### src/rtl/hazard_scoreboard.sv
// Decode-stage issue gate: forwarding-aware RAW scoreboard plus counted control-flow shadow.
// Define HAZ_PERF_CNT_EN to add saturating stall/squash cycle counters.
module hazard_scoreboard #(
  parameter int unsigned REG_W     = 3,
  parameter int unsigned DEPTH     = 4,
  parameter int unsigned FWD       = 0,
  parameter int unsigned BR_SHADOW = 2
) (
  input  logic             clk,
  input  logic             rst,
  input  logic             id_valid,
  input  logic [REG_W-1:0] id_rs,
  input  logic             id_rs_used,
  input  logic [REG_W-1:0] id_rt,
  input  logic             id_rt_used,
  input  logic             id_wr_en,
  input  logic [REG_W-1:0] id_rd,
  input  logic             id_is_load,
  input  logic             id_is_ctrl,
  input  logic             ex_redirect,
  output logic             stall,
  output logic             bubble,
  output logic             shadow_active
`ifdef HAZ_PERF_CNT_EN
  ,
  output logic [15:0]      stall_cycles,
  output logic [15:0]      squash_cycles
`endif
);

  localparam int unsigned CNT_W = 3;

  typedef enum logic {RUN, SHADOW} state_e;

  state_e           state_q, state_d;
  logic [CNT_W-1:0] cnt_q, cnt_d;
  logic [DEPTH-1:0] v_q, v_d;
  logic [REG_W-1:0] rd_q [DEPTH];
  logic [REG_W-1:0] rd_d [DEPTH];
  logic             ld0_q, ld0_d;
  logic             raw;
  logic             stall_c, bubble_c, issue_c;

  // Only the youngest entry's load flag matters: with full bypass, only load-use stalls.
  always_comb begin
    raw = 1'b0;
    for (int unsigned k = 0; k < DEPTH; k++) begin
      if ((FWD == 0) || ((k == 0) && ld0_q)) begin
        if (v_q[k] && ((id_rs_used && (rd_q[k] == id_rs)) ||
                       (id_rt_used && (rd_q[k] == id_rt)))) begin
          raw = 1'b1;
        end
      end
    end
  end

  // Issue decision and control-shadow sequencing; redirect overrides everything.
  always_comb begin
    stall_c  = 1'b0;
    bubble_c = 1'b0;
    state_d  = state_q;
    cnt_d    = cnt_q;
    if (ex_redirect) begin
      bubble_c = 1'b1;
      state_d  = RUN;
      cnt_d    = '0;
    end else begin
      case (state_q)
        RUN: begin
          if (id_valid && raw) begin
            stall_c  = 1'b1;
            bubble_c = 1'b1;
          end else if (id_valid && id_is_ctrl && (BR_SHADOW != 0)) begin
            state_d = SHADOW;
            cnt_d   = CNT_W'(BR_SHADOW);
          end
        end
        SHADOW: begin
          bubble_c = 1'b1;
          cnt_d    = cnt_q - CNT_W'(1);
          if (cnt_q <= CNT_W'(1)) begin
            state_d = RUN;
            cnt_d   = '0;
          end
        end
        default: begin
          state_d = RUN;
          cnt_d   = '0;
        end
      endcase
    end
  end

  assign issue_c = id_valid & ~stall_c & ~bubble_c;

  // Shadow pipeline: entry 0 captures the issuing instruction, older entries age by one.
  always_comb begin
    v_d[0]  = issue_c & id_wr_en;
    rd_d[0] = id_rd;
    ld0_d   = id_is_load;
    for (int unsigned k = 1; k < DEPTH; k++) begin
      v_d[k]  = v_q[k-1];
      rd_d[k] = rd_q[k-1];
    end
  end

  always_ff @(posedge clk or negedge rst) begin
    if (!rst) begin
      state_q <= RUN;
      cnt_q   <= '0;
      v_q     <= '0;
      ld0_q   <= 1'b0;
      for (int unsigned k = 0; k < DEPTH; k++) rd_q[k] <= '0;
    end else begin
      state_q <= state_d;
      cnt_q   <= cnt_d;
      v_q     <= v_d;
      ld0_q   <= ld0_d;
      for (int unsigned k = 0; k < DEPTH; k++) rd_q[k] <= rd_d[k];
    end
  end

  // Outputs are forced low for the whole time reset is held.
  assign stall         = rst & stall_c;
  assign bubble        = rst & bubble_c;
  assign shadow_active = rst & (state_q == SHADOW);

`ifdef HAZ_PERF_CNT_EN
  always_ff @(posedge clk or negedge rst) begin
    if (!rst) begin
      stall_cycles  <= '0;
      squash_cycles <= '0;
    end else begin
      if (stall && (stall_cycles != 16'hFFFF)) stall_cycles <= stall_cycles + 16'd1;
      if (bubble && !stall && (squash_cycles != 16'hFFFF)) squash_cycles <= squash_cycles + 16'd1;
    end
  end
`endif

endmodule
### config.mk
export PLATFORM = sky130hd
export DESIGN_NAME = hazard_scoreboard
export DESIGN_NICKNAME = d
export VERILOG_FILES = /design/src/rtl/hazard_scoreboard.sv
export SDC_FILE = /design/constraint.sdc
export NUM_CORES = 1
export LEC_CHECK = 0
export ABC_AREA = 1
export BUFFER_PORTS_ARGS = -buffer_cell sky130_fd_sc_hd__clkbuf_2
export CORE_MARGIN = 2
export CORE_UTILIZATION = 52
export CTS_BUF_LIST = sky130_fd_sc_hd__clkbuf_8 sky130_fd_sc_hd__clkbuf_16
export CTS_CLUSTER_DIAMETER = 150
export CTS_CLUSTER_SIZE = 24
export DETAILED_ROUTE_END_ITERATION = 8
export GPL_TIMING_DRIVEN = 0
export HOLD_SLACK_MARGIN = 0.03
export PLACE_DENSITY = 0.75
export SYNTH_ARGS = -nofsm -noshare
export SYNTH_HDL_FRONTEND = slang
export SYNTH_SLANG_ARGS = --single-unit
### constraint.sdc
create_clock -name clk -period 2.84 [get_ports clk]
set_clock_uncertainty 0.2 [all_clocks]
set_input_delay 0 -clock clk [delete_from_list [all_inputs] [get_ports clk]]
set_output_delay 0 -clock clk [all_outputs]
set_load 0.005 [all_outputs]
==> metrics.txt <==
initial antenna violation count 0; # setup viols final 0; Mapped Avg Cell Area 6.467 um2; Final #Nets 233; ANT nets after route 0; layout cells sized above 1 15.17%; Tot GR Track Use 21.92%; clock tree buffer depth 2; CTS resizes 0; Worst-Skew Late Latency 0.25 ns; Slew @ Worst Pin 0.5539 ns; Mapped Cells 178; Hold WS 0.06231 ns; routed len/inst 10.26 um; FMAX 482.2 MHz; count of input and output buffers 19; Yosys top cell area share 43.48%; RePlAce Congestion 0.7747; number of CTS-inserted buffers 3; R2R depth 12; Max rail drop VDD 0.0003235 V; Max Cap Viol 0; Area growth, synth to finish 24.46%; Total Power 601.9 uW; Pins Over Slew Limit 0; Root Driver clkbuf_8; Leak Pwr 0.8733 nW; row cnt 17; pre-CTS setup slack 1.194 ns; Vias 1131; nature of the critical path startpoint flip-flop; CP endpoint kind flip-flop; Pwr per Cell Area 420.2 nW/um2; Post-Synthesis Cell Area 1151 um2; Hold Path Class input port to asynchronous set/reset pin; Mapped Nets 198; core area 2148 um2; fillers 199; pin count of the biggest net entering global routing 24; CTS clk-pin slew, worst paths 0.07 ns; Seq/Total Area, Yosys 43.48%; Post-synth EDFFs 0; Clock Sinks 20; drt pass-1 iters 4; Starting Density 53.58%; CP required 2.83 ns; Die Y 51.05 um; Area after DPL 1281 um2; HPWL after detailed placement 1865 um; final worst-path cycle share 73.03%; vias per inst 4.732; post-route minimum period 2.074 ns; CP Data Arrival Time 2.06 ns; RSZ-0062 raised after global routing false; first-pass GRT wire length 4271 um; IO Pins 21; Ys Warns 0; antenna cells 0; number of DRC markers in iteration 0 19; Design Area, Final 1433 um2; Die X 51.05 um; Crit Path Category flip-flop to flip-flop; H-tree depth 1; Yosys top cell by area dfrtp_1; die area 2606 um2; Synth cell types 15; fin worst setup slack 0.7661 ns; residual overflow from global routing 0; leading post-synthesis cells by cell area dfrtp_1, nand2_1, nor2_1, inv_1, ha_1; Post-route DRC 0; crit-path max FO 4; Final Hold Violating Endpoints 0; TNS Setup 0 ns; ys flop type dfrtp_1; ys async rst share 100.0%; Slew headroom 63.07%; vias in the first global route 1069; CTS tree built; DRT Wirelength 2452 um; status completed; post-synthesis register bit count 20
==> layer usage <==
layer	global-route usage [%]	wire [um]	part of all wire [%]	vias to the layer above
met4	10.36	25	1.0	0
met2	40.26	1291	53	19
met1	25.38	1079	44	519
li1	-	-	-	589
met3	2.047	56	2.3	4
met5	0	0	0	-
==> cell usage in the layout, fill, tap and decap left out, types with 2 or more instances in the layout <==
master | synthesis | routed
clkbuf_2 | 0 | 19
clkbuf_8 | 0 | 3
dfrtp_1 | 20 | 20
dlygate4sd3_1 | 0 | 11
ha_1 | 2 | 2
inv_1 | 20 | 20
inv_2 | 4 | 4
nand2_1 | 89 | 89
nand2_2 | 3 | 3
nand3_1 | 4 | 4
nor2_1 | 29 | 29
==> power breakdown <==
group / internal (mW) / switching (mW) / leakage, nW
sequential: 0.299 / 0.0101 / 0.248
clock: 0.0942 / 0.0856 / 0.0216
combinational: 0.0469 / 0.0661 / 0.603
total: 0.440 / 0.162 / 0.873
==> cell families (layout without fill, tap and decap cells) <==
family | after synthesis | after routing | share of synthesized area, %
adders and majority gates | 2 | 2 | 2.174
and+or+nand+nor | 127 | 127 | 43.37
buffers and inverters | 24 | 57 | 7.826
DFF | 20 | 20 | 43.48
xor gates and xnor gates | 1 | 1 | 0.7610
AOI/OAI and AO/OA | 4 | 4 | 2.391
==> sequential cells by signal, indices dropped and copies added (netlist names) <==
signal,cells
rd_d,9
v_q,4
cnt_q,3
rd_q,3
state_q,1
==> worst max-delay path, cell delays in order (launching register included) <==
cell	delay (ns)
dfrtp_1	0.37
inv_1	0.10
nand2_1	0.07
nand2_1	0.07
nor2_1	0.05
nand2_1	0.06
nand2_1	0.05
nand2_1	0.07
nand2_2	0.07
nor2_1	0.15
nand3_1	0.12
nand2_1	0.10
dlygate4sd3_1	0.55
==> synth_stat cells, types with 2 or more instances <==
cell	instances
nand3_1	4
inv_1	20
nand2_2	3
inv_2	4
ha_1	2
nor2_1	29
dfrtp_1	20
nand2_1	89
==> cell type report <==
class	count	area, um2	share of cell area, %
timing repair buffer	30	205.2	14.32
sequential	20	500.5	34.93
clock buffer	3	41.29	2.882
tap	28	35.03	2.445
inverter	24	90.09	6.288
multi-input combinational	134	560.5	39.13
==> final timing paths <==
kind	from	endpoint	slack, ns
min in group clk	id_valid	stall	0.12
max in group asynchronous	rst	cnt_q[1]	2.01
worst min-delay path	rst	v_q[3]	0.06
worst max register to register	rd_d[4]	state_q	0.77
worst min register to register	rd_d[4]	rd_d[1]	0.17
worst max-delay path	rd_d[4]	state_q	0.77
==> metrics by stage <==
step	std cells	util [%]
after detailed placement	225	59.64
after global routing	239	66.69
final	239	66.69
after floorplan	178	-
after CTS	239	66.69
after global placement	225	59.64
==> timing repair <==
action                    4_1_cts  5_1_grt
setup buffers                   0        0
hold buffers                   11        0
hold endpoints to repair       28        0
No activity file was read; power rests on OpenSTA's default activity.
